`src/rtl/dmem_bus_ctrl_if.sv`:
```
//------------------------------------------------------------------------------
// Module   : dmem_bus_ctrl_if
// Brief    : Request/acknowledge data-memory bus between dmem_bus_ctrl
//            (master) and a variable-latency data memory (slave).
// Revision : 1.0 - initial release
//------------------------------------------------------------------------------
`default_nettype none

interface dmem_bus_ctrl_if;
  logic        bus_req;
  logic        bus_we;
  logic [31:0] bus_addr;
  logic [31:0] bus_wdata;
  logic [31:0] bus_rdata;
  logic        bus_ack;
  logic        bus_err;

  modport master (
    output bus_req, bus_we, bus_addr, bus_wdata, bus_err,
    input  bus_rdata, bus_ack
  );

  modport slave (
    input  bus_req, bus_we, bus_addr, bus_wdata, bus_err,
    output bus_rdata, bus_ack
  );
endinterface

`default_nettype wire

```
`src/rtl/dmem_bus_ctrl.sv`:
```
//------------------------------------------------------------------------------
// Module   : dmem_bus_ctrl
// Brief    : M-stage data-memory controller. Turns the core's single-cycle
//            load/store into a req/ack bus transaction, stalls the pipeline
//            while it is outstanding and flags misaligned word accesses.
//            Optional macro DMEM_TIMEOUT_EN adds a BUSY-cycle watchdog that
//            aborts the access after TIMEOUT_CYCLES cycles without ack.
// Revision : 1.0 - initial release
//------------------------------------------------------------------------------
`default_nettype none

module dmem_bus_ctrl #(
  parameter int unsigned TIMEOUT_CYCLES = 255,
  parameter logic [31:0] ERR_RDATA      = 32'hDEAD_BEEF
) (
  input  wire logic        clk,
  input  wire logic        rst,
  input  wire logic        memreadM,
  input  wire logic        memwriteM,
  input  wire logic [31:0] aluoutM,
  input  wire logic [31:0] writedataM,
  output logic [31:0]      readdataM,
  output logic             stallM,
  output logic             adelM,
  output logic             adesM,
  dmem_bus_ctrl_if.master  bus
);

  typedef enum logic [1:0] {
    IDLE = 2'd0,
    BUSY = 2'd1,
    DONE = 2'd2
  } state_t;

  // Elaboration-time sanity check of the configuration
  if (TIMEOUT_CYCLES < 1 || TIMEOUT_CYCLES > 65535 || $bits(ERR_RDATA) != 32) begin : g_bad_param
    $error("dmem_bus_ctrl: TIMEOUT_CYCLES must be in 1..65535");
  end

  state_t      state_q, state_d;
  logic        bus_req_q, bus_req_d;
  logic        bus_we_q, bus_we_d;
  logic [31:0] bus_addr_q, bus_addr_d;
  logic [31:0] bus_wdata_q, bus_wdata_d;
  logic [31:0] readdata_q, readdata_d;

  logic access;
  logic aligned;

`ifdef DMEM_TIMEOUT_EN
  // Counter value seen in the last BUSY cycle before the access is aborted
  localparam logic [15:0] TO_LAST = 16'(TIMEOUT_CYCLES - 1);

  logic [15:0] cnt_q, cnt_d;
  logic        bus_err_q, bus_err_d;
`endif

  assign access  = memreadM | memwriteM;
  assign aligned = (aluoutM[1:0] == 2'b00);

  // Combinational core-side status: stall and address-error flags
  always_comb begin
    stallM = 1'b0;
    adelM  = 1'b0;
    adesM  = 1'b0;
    case (state_q)
      IDLE: begin
        if (access) begin
          if (aligned)        stallM = 1'b1;
          else if (memwriteM) adesM  = 1'b1;   // load+store together counts as a store
          else                adelM  = 1'b1;
        end
      end
      BUSY:    stallM = 1'b1;
      default: ;
    endcase
  end

  // Next-state and next-output computation for the bus FSM
  always_comb begin
    state_d     = state_q;
    bus_req_d   = bus_req_q;
    bus_we_d    = bus_we_q;
    bus_addr_d  = bus_addr_q;
    bus_wdata_d = bus_wdata_q;
    readdata_d  = readdata_q;
`ifdef DMEM_TIMEOUT_EN
    cnt_d       = cnt_q;
    bus_err_d   = 1'b0;
`endif
    case (state_q)
      IDLE: begin
        if (access && aligned) begin
          bus_req_d   = 1'b1;
          bus_we_d    = memwriteM;
          bus_addr_d  = {aluoutM[31:2], 2'b00};
          bus_wdata_d = writedataM;
          state_d     = BUSY;
`ifdef DMEM_TIMEOUT_EN
          cnt_d       = 16'd0;
`endif
        end
      end
      BUSY: begin
        // An ack always beats a simultaneous timeout expiry
        if (bus.bus_ack) begin
          bus_req_d = 1'b0;
          if (!bus_we_q) readdata_d = bus.bus_rdata;
          state_d   = DONE;
        end
`ifdef DMEM_TIMEOUT_EN
        else if (cnt_q == TO_LAST) begin
          bus_req_d = 1'b0;
          bus_err_d = 1'b1;
          if (!bus_we_q) readdata_d = ERR_RDATA;
          state_d   = DONE;
        end else begin
          cnt_d = cnt_q + 16'd1;
        end
`endif
      end
      // DONE never accepts a new access so the held instruction is not reissued
      DONE:    state_d = IDLE;
      default: state_d = IDLE;
    endcase
  end

  // State and registered bus outputs
  always_ff @(posedge clk) begin
    if (rst) begin
      state_q     <= IDLE;
      bus_req_q   <= 1'b0;
      bus_we_q    <= 1'b0;
      bus_addr_q  <= 32'd0;
      bus_wdata_q <= 32'd0;
      readdata_q  <= 32'd0;
`ifdef DMEM_TIMEOUT_EN
      cnt_q       <= 16'd0;
      bus_err_q   <= 1'b0;
`endif
    end else begin
      state_q     <= state_d;
      bus_req_q   <= bus_req_d;
      bus_we_q    <= bus_we_d;
      bus_addr_q  <= bus_addr_d;
      bus_wdata_q <= bus_wdata_d;
      readdata_q  <= readdata_d;
`ifdef DMEM_TIMEOUT_EN
      cnt_q       <= cnt_d;
      bus_err_q   <= bus_err_d;
`endif
    end
  end

  assign bus.bus_req   = bus_req_q;
  assign bus.bus_we    = bus_we_q;
  assign bus.bus_addr  = bus_addr_q;
  assign bus.bus_wdata = bus_wdata_q;
  assign readdataM     = readdata_q;
`ifdef DMEM_TIMEOUT_EN
  assign bus.bus_err   = bus_err_q;
`else
  assign bus.bus_err   = 1'b0;
`endif

endmodule

`default_nettype wire

```
`src/flat_wrapper.sv`:
```
// flat-port wrapper written by rule: the top's interface ports become plain ports
module dmem_bus_ctrl_flat 
#(
  parameter int unsigned TIMEOUT_CYCLES = 255,
  parameter logic [31:0] ERR_RDATA      = 32'hDEAD_BEEF
)
  (clk, rst, memreadM, memwriteM, aluoutM, writedataM, readdataM, stallM, adelM, adesM, bus_bus_req, bus_bus_we, bus_bus_addr, bus_bus_wdata, bus_bus_err, bus_bus_rdata, bus_bus_ack);
  dmem_bus_ctrl_if bus_i ();
  input  wire logic clk;
  input  wire logic rst;
  input  wire logic memreadM;
  input  wire logic memwriteM;
  input  wire logic [31:0] aluoutM;
  input  wire logic [31:0] writedataM;
  output logic [31:0] readdataM;
  output logic stallM;
  output logic adelM;
  output logic adesM;
  output wire logic [$bits(bus_i.bus_req)-1:0] bus_bus_req;
  output wire logic [$bits(bus_i.bus_we)-1:0] bus_bus_we;
  output wire logic [$bits(bus_i.bus_addr)-1:0] bus_bus_addr;
  output wire logic [$bits(bus_i.bus_wdata)-1:0] bus_bus_wdata;
  output wire logic [$bits(bus_i.bus_err)-1:0] bus_bus_err;
  input wire logic [$bits(bus_i.bus_rdata)-1:0] bus_bus_rdata;
  input wire logic [$bits(bus_i.bus_ack)-1:0] bus_bus_ack;
  assign bus_bus_req = bus_i.bus_req;
  assign bus_bus_we = bus_i.bus_we;
  assign bus_bus_addr = bus_i.bus_addr;
  assign bus_bus_wdata = bus_i.bus_wdata;
  assign bus_bus_err = bus_i.bus_err;
  assign bus_i.bus_rdata = bus_bus_rdata;
  assign bus_i.bus_ack = bus_bus_ack;
  dmem_bus_ctrl #(.TIMEOUT_CYCLES(TIMEOUT_CYCLES), .ERR_RDATA(ERR_RDATA)) u_core (.clk(clk), .rst(rst), .memreadM(memreadM), .memwriteM(memwriteM), .aluoutM(aluoutM), .writedataM(writedataM), .readdataM(readdataM), .stallM(stallM), .adelM(adelM), .adesM(adesM), .bus(bus_i));
endmodule
```
`config.mk`:
```
export PLATFORM = sky130hd
export DESIGN_NAME = dmem_bus_ctrl_flat
export DESIGN_NICKNAME = d
export VERILOG_FILES = /design/src/rtl/dmem_bus_ctrl_if.sv /design/src/rtl/dmem_bus_ctrl.sv /design/src/flat_wrapper.sv
export SDC_FILE = /design/constraint.sdc
export NUM_CORES = 1
export LEC_CHECK = 0
export ABC_AREA = 0
export BUFFER_PORTS_ARGS = -buffer_cell sky130_fd_sc_hd__buf_2
export CORE_MARGIN = 4
export CORE_UTILIZATION = 46
export CTS_CLUSTER_DIAMETER = 30
export DETAILED_ROUTE_END_ITERATION = 7
export GPL_TIMING_DRIVEN = 0
export PLACE_DENSITY = 0.88
export SLEW_MARGIN = 10
export SYNTH_ARGS = -nofsm -noshare
export SYNTH_HDL_FRONTEND = slang
export SYNTH_SLANG_ARGS = --single-unit
```
`constraint.sdc`:
```
create_clock -name clk -period 1.4 [get_ports clk]
set_clock_uncertainty 0.05 [all_clocks]
set_input_delay 0.07 -clock clk [delete_from_list [all_inputs] [get_ports clk]]
set_output_delay 0.07 -clock clk [all_outputs]
set_load 0.01 [all_outputs]
```
==> impl_metrics.json, run 1 <==
{
  "status": "finished, violations left",
  "failed_checks": "negative setup slack",
  "yosys_warnings": 0,
  "die_area_sq_um": 10700,
  "final_area_sq_um": 6570,
  "final_common_cell": "buf_2",
  "crit_path_max_incr_delay_ns": 0.38,
  "synth_area_sq_um": 4170,
  "antenna_found_initial": 0,
  "synthCells": 435,
  "cts_root_buffer": "clkbuf_8",
  "critPathBufInv": 2,
  "cp_cell_sequence": "nor2_4, and3_4, buf_12, buf_12, mux2i_2",
  "dr.first_iter.drc_count": 121,
  "cts.path.max_buffers": 2,
  "min_from": "aluoutM[0]",
  "preCtsSetupSlack_ns": -0.120,
  "hold_viol": 0,
  "endpoint_kind": "flip-flop",
  "cap_violations": 0,
  "fin_ws_ns": -0.0305,
  "cts.clk_slew.worst_paths_ns": 0.10,
  "setup_viol": 11,
  "htreeDepth": 3,
  "vias": 4258,
  "grt_usage_pct": 26.4,
  "fp-row-count": 34,
  "synth_edf_count": 0,
  "place_congestion": 0.807,
  "hold_class": "primary input to flip-flop",
  "fin_nets": 846,
  "first_global_vias": 4728,
  "cp-start-kind": "flip-flop",
  "drive_gt1_share_pct": 33.9,
  "routedWlPerCell_um": 16.4,
  "ir_drop_v": 0.000678,
  "port_buffers": 198,
  "worstReg2RegEnd": "u_core.bus.bus_addr[23]",
  "power.leakage_nw": 2.95,
  "drc": 0,
  "cp.required_ns": 1.62,
  "syn_to_final_growth_pct": 57.3,
  "whs_path_depth": 4,
  "maxSlewViolCount": 0,
  "grt_max_degree": 18,
  "dominantRegCellSynth": "dfxtp_1",
  "cp_common_cell": "buf_12",
  "synth.distinct_cells": 21,
  "start_util_pct": 47.6,
  "finalCritPeriodShare_pct": 102,
  "boundaryPins": 203,
  "dp_hpwl_um": 8390,
  "diodes": 0,
  "fmax_mhz": 699,
  "cp_top_family": "flip-flops",
  "drt-total-wl_um": 14100,
  "crit_fanout": 10,
  "avgSynthCellArea_sq_um": 9.60,
  "grt_pass1_wl_um": 22200,
  "dpl_cell_area_sq_um": 5310,
  "finalSetupTns_ns": -0.128,
  "die_y_um": 103,
  "hold_end": "u_core.bus.bus_we",
  "r2r_start": "u_core.state_q[0]",
  "rsz0062_at_grt": "yes",
  "viasPerCell": 4.96,
  "critPathLaunch": "u_core.state_q[0]",
  "core-area_sq_um": 8760,
  "final_cell_mix": "buf_2 (202), nand2b_1 (125), dlygate4sd3_1 (96), dfxtp_1 (96), nand2_1 (64)",
  "ys_ff_latch": 98,
  "r2r_cells": 5,
  "synthArstFlopShare_pct": 0,
  "crit_slowest_cell": "dfxtp_4",
  "cts_buffers": 9,
  "worstSetupPathType": "flip-flop to flip-flop",
  "dieWidth_um": 103,
  "crit_arrival_ns": 1.65,
  "grt_overflow_total": 0,
  "cts_tree": "built",
  "fin_crit_ns": 1.43,
  "regToRegSetupSlack_ns": -0.03,
  "power.density_nw_per_um2": 901,
  "dr.pass1.iters": 4,
  "detail-route-antenna-nets": 0,
  "n_fill_cell": 542,
  "clk_latency_ns": 0.35,
  "seq_area_frac_synth_pct": 47.0,
  "clock-sinks": 98
}
==> metrics by stage <==
| step | util, % | hold WS (ns) | total power [mW] | instances |
|---|---|---|---|---|
| after CTS | 74.0 | 0.0655 | 5.89 | 856 |
| after floorplan | - | 0.140 | 3.49 | 437 |
| after global placement | 60.6 | 0.260 | 3.82 | 743 |
| after global routing | 74.9 | 0.0860 | 6.17 | 858 |
| after detailed placement | 60.6 | 0.265 | 3.84 | 743 |
| final | 74.9 | 0.0562 | 5.91 | 858 |
==> final cells by class <==
cell class              instances  area (sq um)  share of cell area, %
multi-input cells             303          1970                   30.0
flip-flops and latches         98          1970                   29.9
clock inverters                 7          76.3                   1.16
plain buffers                  35           302                   4.59
clock buffers                   9           124                   1.89
well taps                     108           135                   2.06
repair buffers                298          1990                   30.4
==> cell usage after synthesis (2+ instances only) <==
master      n  share of area (%)
buf_4       3               0.54
a21oi_1    33                4.0
clkbuf_1   13                1.2
and4bb_2    2               0.60
nor2_1      5               0.45
nand2_1    64                5.8
buf_2      13                1.6
buf_12      7                3.4
dfxtp_1    98                 47
mux2i_1    62                 15
nand2b_1  125                 19
==> sequential cells by signal, summed over array words and instances, names as in the netlist <==
signal	count
u_core.state_q	2
u_core.bus.bus_wdata	32
u_core.readdataM	32
u_core.bus.bus_req	1
u_core.bus.bus_addr	30
u_core.bus.bus_we	1
==> power by group <==
part | internal (mW) | switching, mW | total [mW]
clock | 0.839 | 1.01 | 1.85
combinational | 0.619 | 0.467 | 1.09
sequential | 2.90 | 0.0709 | 2.97
total | 4.36 | 1.55 | 5.91
==> routing by layer <==
layer	track usage [%]	vias up	routed length, um
li1	-	2014	-
met1	27.9	1968	5120
met2	48.5	231	7220
met3	7.38	45	1280
met4	12.2	0	456
met5	0	-	0
==> worst min-delay path, delay by kind of cell <==
family | cells | cell delay (ns)
AOI/OAI and AO/OA | 1 | 0.05
buffers and inverters | 1 | 0.08
and+or+nand+nor | 2 | 0.21
==> worst max-delay path by stage <==
stage,to,slack (ns),cells past startpoint
2_1_floorplan,u_core.bus.bus_addr[10],0.11,5
3_3_place_gp,u_core.bus.bus_wdata[11],-0.02,5
3_5_place_dp,u_core.bus.bus_wdata[28],-0.12,5
4_1_cts,u_core.bus.bus_wdata[28],0.005,5
5_1_grt,u_core.bus.bus_addr[23],-0.09,5
6_report,u_core.bus.bus_addr[23],-0.03,5
==> cells by family after synthesis <==
group,count (synthesis),share of synthesized area [%]
AND/OR/NAND/NOR,202,26.9
flip-flops,98,47.0
multiplexers,62,14.9
AO/OA/AOI/OAI,36,4.50
other,1,0.0898
buffers and inverters,36,6.62
==> what timing repair did <==
item | 4_1_cts | 5_1_grt
endpoints found under the setup margin | 62 | 92
endpoints found under the hold margin | 97 | 0
buffers inserted | 0 | 4
pin swaps | 0 | 1
hold buffers | 97 | 0
resized for setup | 4 | 22
(Power assumes the default switching activity.)
==> run 2: changes to the inputs <==
--- a/config.mk
+++ b/config.mk
@@ -13,7 +13,6 @@
 export DETAILED_ROUTE_END_ITERATION = 7
 export GPL_TIMING_DRIVEN = 0
 export PLACE_DENSITY = 0.88
-export SLEW_MARGIN = 10
 export SYNTH_ARGS = -nofsm -noshare
 export SYNTH_HDL_FRONTEND = slang
 export SYNTH_SLANG_ARGS = --single-unit
==> constraint.sdc (replaced) <==
create_clock -name clk -period 1.5 [get_ports clk]
set_clock_uncertainty 0.05 [all_clocks]
set_input_delay 0.075 -clock clk [delete_from_list [all_inputs] [get_ports clk]]
set_output_delay 0.075 -clock clk [all_outputs]
set_load 0.01 [all_outputs]
==> run 2 against run 1 <==
  * The run now ends clean
  * Register-to-register slack gained 0.09 ns
  * Sequential share of layout area increased by 0.33 points
  * Worst hold slack lost 0.0056 ns
  * Sequential power decreased by 6.7%
  * Wire length is 2.6% lower
  * Highest routed layer unchanged
  * Cell count down 0.35%
==> impl_metrics.json, run 2 (same netlist as run 1, synthesis figures left out) <==
{
  "cts_root_buffer": "clkbuf_8",
  "drt-total-wl_um": 13700,
  "diodes": 0,
  "port_buffers": 198,
  "fin_ws_ns": 0.0570,
  "clock-sinks": 98,
  "r2r_cells": 5,
  "place_congestion": 0.807,
  "fin_nets": 843,
  "grt_max_degree": 18,
  "min_from": "aluoutM[0]",
  "crit_slowest_cell": "dfxtp_2",
  "power_mw": 5.48,
  "cap_violations": 0,
  "htreeDepth": 3,
  "cp_common_cell": "buf_12",
  "dp_hpwl_um": 8390,
  "fin_crit_ns": 1.44,
  "core-area_sq_um": 8760,
  "finalSetupTns_ns": 0,
  "cts.clk_slew.worst_paths_ns": 0.09,
  "power.leakage_nw": 2.92,
  "cp-start-kind": "flip-flop",
  "worstReg2RegEnd": "u_core.bus.bus_addr[23]",
  "finalCritPeriodShare_pct": 96.2,
  "endpoint_kind": "flip-flop",
  "die_area_sq_um": 10700,
  "hold_class": "primary input to flip-flop",
  "hold_viol": 0,
  "whs_path_depth": 4,
  "r2r_start": "u_core.state_q[1]",
  "start_util_pct": 47.6,
  "final_cell_mix": "buf_2 (207), nand2b_1 (125), dlygate4sd3_1 (96), dfxtp_1 (96), nand2_1 (64)",
  "drc": 0,
  "detail-route-antenna-nets": 0,
  "viasPerCell": 4.93,
  "grt_overflow_total": 0,
  "maxSlewViolCount": 0,
  "crit_path_max_incr_delay_ns": 0.37,
  "die_y_um": 103,
  "rsz0062_at_grt": "yes",
  "cp_cell_sequence": "nor2_4, and3_4, buf_12, buf_12, mux2i_1",
  "power.density_nw_per_um2": 844,
  "hold_end": "u_core.bus.bus_we",
  "status": "finished clean",
  "fp-row-count": 34,
  "crit_fanout": 10,
  "fmax_mhz": 693,
  "boundaryPins": 203,
  "cts_tree": "built",
  "regToRegSetupSlack_ns": 0.06,
  "dr.pass1.iters": 4,
  "grt_pass1_wl_um": 22000,
  "cts.path.max_buffers": 2,
  "cp.required_ns": 1.71,
  "ir_drop_v": 0.000591,
  "drive_gt1_share_pct": 32.9,
  "dieWidth_um": 103,
  "first_global_vias": 4628,
  "grt_usage_pct": 26.2,
  "final_common_cell": "buf_2",
  "setup_viol": 0,
  "syn_to_final_growth_pct": 55.6,
  "preCtsSetupSlack_ns": -0.0199,
  "dr.first_iter.drc_count": 137,
  "clk_latency_ns": 0.35,
  "cts_buffers": 9,
  "crit_arrival_ns": 1.66,
  "routedWlPerCell_um": 16.0,
  "vias": 4219,
  "worstSetupPathType": "flip-flop to flip-flop",
  "antenna_found_initial": 0
}
## run 2: stage by stage
stage / utilization, % / cell area, sq um / hold WS (ns) / std cells
floorplan: - / 4180 / 0.145 / 437
global placement: 60.6 / 5310 / 0.265 / 743
detailed placement: 60.6 / 5310 / 0.270 / 743
CTS: 73.8 / 6470 / 0.00471 / 855
global route: 74.1 / 6490 / 0.0434 / 855
finish: 74.1 / 6490 / 0.0506 / 855
## run 2: cell type report
cell class              instances  area, sq um
fillers                       552         2270
clock inverters                 7         76.3
multi-input cells             303         1950
flip-flops and latches         98         1970
clock buffers                   9          124
plain buffers                  36          287
well taps                     108          135
repair buffers                294         1950
## run 2: routing by layer
layer	track usage (%)	up-vias	wire length [um]
met2	48.0	223	6990
met5	0	-	0
li1	-	2013	-
met1	27.8	1946	4970
met3	7.78	37	1340
met4	11.1	0	403
## run 2: power by group
| part | switching (mW) | internal, mW | total [mW] |
|---|---|---|---|
| logic | 0.427 | 0.560 | 0.986 |
| registers | 0.0650 | 2.71 | 2.77 |
| clock network | 0.938 | 0.783 | 1.72 |
| total | 1.43 | 4.05 | 5.48 |
## run 2: worst max-delay path by stage
stage | startpoint | endpoint | slack (ns) | cells after the start
finish | u_core.state_q[1] | u_core.bus.bus_addr[23] | 0.06 | 5
global route | u_core.bus.bus_we | u_core.readdataM[27] | -0.008 | 5
CTS | u_core.state_q[1] | u_core.bus.bus_wdata[28] | 0.03 | 5
detailed placement | u_core.state_q[1] | u_core.bus.bus_wdata[28] | -0.02 | 5
global placement | u_core.state_q[1] | u_core.bus.bus_wdata[11] | 0.08 | 5
floorplan | u_core.state_q[1] | u_core.bus.bus_addr[10] | 0.21 | 5
## run 2: what timing repair did
item                                    CTS  global route
resized for setup                         1            11
buffers inserted                          0             0
endpoints found under the hold margin    97             0
hold buffers                             96             0
endpoints found under the setup margin   23            81
## run 2: critical path: cells and delay by family, from the launching register on
kind | cells | cell delay (ns)
buf+inv | 2 | 0.31
flops | 1 | 0.37
mux | 1 | 0.24
simple gates | 2 | 0.38
==> run 3: changes to the inputs <==
--- a/config.mk
+++ b/config.mk
@@ -8,11 +8,12 @@
 export ABC_AREA = 0
 export BUFFER_PORTS_ARGS = -buffer_cell sky130_fd_sc_hd__buf_2
 export CORE_MARGIN = 4
-export CORE_UTILIZATION = 46
+export CORE_UTILIZATION = 48
+export CTS_BUF_LIST = sky130_fd_sc_hd__clkbuf_4 sky130_fd_sc_hd__clkbuf_8
 export CTS_CLUSTER_DIAMETER = 30
 export DETAILED_ROUTE_END_ITERATION = 7
 export GPL_TIMING_DRIVEN = 0
-export PLACE_DENSITY = 0.88
+export PLACE_DENSITY = 0.91
 export SYNTH_ARGS = -nofsm -noshare
 export SYNTH_HDL_FRONTEND = slang
 export SYNTH_SLANG_ARGS = --single-unit
==> run 3 against run 2 <==
  * Design area grew 0.27%
  * Combinational power about the same
  * Maximum frequency increased by 0.78%
  * Register-to-register slack about the same
  * Sequential power hardly changed
  * Wire length up 5.5%
  * Total power up 2.7%
  * Global-route usage increased by 2.0 points
  * Critical path type unchanged
  * Critical endpoint is now u_core.bus.bus_addr[29]
==> impl_metrics.json, run 3 (same netlist as run 1, synthesis figures left out) <==
{
  "fmax_mhz": 698,
  "endpoint_kind": "flip-flop",
  "swShare_pct": 25.2,
  "n_fill_cell": 498,
  "grt_overflow_total": 0,
  "grt_pass1_wl_um": 23000,
  "place_congestion": 0.872,
  "hold_viol": 0,
  "cap_violations": 0,
  "vias": 4333,
  "port_buffers": 198,
  "syn_to_final_growth_pct": 56.0,
  "viasPerCell": 5.09,
  "crit_fanout": 10,
  "cts_root_buffer": "clkbuf_8",
  "critPathLaunch": "u_core.state_q[1]",
  "core-area_sq_um": 8340,
  "dp_hpwl_um": 8640,
  "drc": 0,
  "whs_path_depth": 4,
  "fin_hold_ws_ns": 0.0661,
  "min_from": "aluoutM[0]",
  "htreeDepth": 3,
  "hold_class": "primary input to flip-flop",
  "die_y_um": 101,
  "cp.required_ns": 1.72,
  "grt_usage_pct": 28.1,
  "power.leakage_nw": 2.93,
  "r2r_cells": 5,
  "grt_max_degree": 17,
  "dieWidth_um": 101,
  "cts.clk_slew.worst_paths_ns": 0.09,
  "detail-route-antenna-nets": 0,
  "hold_end": "u_core.bus.bus_we",
  "worstSetupPathType": "flip-flop to flip-flop",
  "fp-row-count": 33,
  "final_common_cell": "buf_2",
  "die_area_sq_um": 10300,
  "maxSlewViolCount": 0,
  "dr.first_iter.drc_count": 181,
  "drive_gt1_share_pct": 33.1,
  "cts_tree": "built",
  "final_area_sq_um": 6510,
  "regToRegSetupSlack_ns": 0.07,
  "drt-total-wl_um": 14500,
  "p_int_mw": 4.21,
  "p_sw_mw": 1.42,
  "combPwrFrac_pct": 17.8,
  "finalCritPeriodShare_pct": 95.5,
  "power.density_nw_per_um2": 864,
  "fin_crit_ns": 1.43,
  "clk_latency_ns": 0.35,
  "power.share.clock_pct": 32.9,
  "fin_nets": 843,
  "worstReg2RegEnd": "u_core.bus.bus_addr[29]",
  "diodes": 0,
  "status": "finished clean",
  "p_seq_share_pct": 49.4,
  "antenna_found_initial": 0,
  "dpl_cell_area_sq_um": 5300,
  "first_global_vias": 4715,
  "setup_viol": 0,
  "cp-start-kind": "flip-flop",
  "cts_buffers": 9,
  "cts.path.max_buffers": 2,
  "clock-sinks": 98,
  "final_cell_mix": "buf_2 (206), nand2b_1 (125), dlygate4sd3_1 (96), dfxtp_1 (96), nand2_1 (64)",
  "crit_arrival_ns": 1.65,
  "ir_drop_v": 0.000600,
  "routedWlPerCell_um": 17.0,
  "start_util_pct": 50.0,
  "r2r_start": "u_core.state_q[1]",
  "dr.pass1.iters": 4,
  "boundaryPins": 203,
  "finalSetupTns_ns": 0
}
==> run 3: final cells by class <==
class	count	area (sq um)	share of cell area (%)
multi-input combinational	303	1960	30.1
clock buffer	9	124	1.90
clock inverter	7	93.8	1.44
timing repair buffer	294	1950	30.0
buffer	36	289	4.44
sequential	98	1960	30.2
tap	105	131	2.02
==> run 3: per-layer routing <==
metal,vias to the layer above,track usage (%),share of wire (%)
li1,2021,-,-
met1,2023,30.0,37
met2,251,51.8,52
met3,38,7.85,8.8
met4,0,11.9,2.7
met5,-,0,0
==> run 3: critical path: stages, from the launching register on <==
cell and delay [ns]:
dfxtp_2 0.37, nor2_4 0.17, and3_4 0.22, buf_12 0.16, buf_12 0.15, mux2i_1 0.23
==> run 3: how the worst max path moves through the flow <==
stage / endpoint / depth (start not counted)
floorplan: u_core.bus.bus_addr[10] / 5
detailed placement: u_core.bus.bus_wdata[20] / 5
finish: u_core.bus.bus_addr[29] / 5
global route: u_core.readdataM[12] / 5
global placement: u_core.bus.bus_addr[26] / 5
CTS: u_core.bus.bus_wdata[20] / 5
==> run 3: per-stage QoR <==
step	cells	setup WS, ns	power (mW)	util (%)
finish	852	0.0682	5.63	78.1
global route	852	-0.00451	5.85	78.1
CTS	852	0.0531	5.62	77.8
detailed placement	740	0.0113	3.59	63.6
global placement	740	0.0705	3.56	63.6
floorplan	437	0.211	3.26	-
==> run 3: what timing repair did <==
action,4_1_cts,5_1_grt
endpoints found under the setup margin,2,81
gates resized for setup,1,13
gates cloned,0,0
buffers inserted,0,0
endpoints found under the hold margin,97,0
pin swaps,0,0
hold buffers,96,0
==> run 3: power by group through the flow <==
stage	logic (mW)	clock network [mW]	registers [mW]
final	1.00	1.85	2.78
after global routing	1.08	1.99	2.79
after CTS	0.956	1.89	2.77
after detailed placement	0.759	0	2.83
after global placement	0.738	0	2.82
after floorplan	0.385	0	2.87
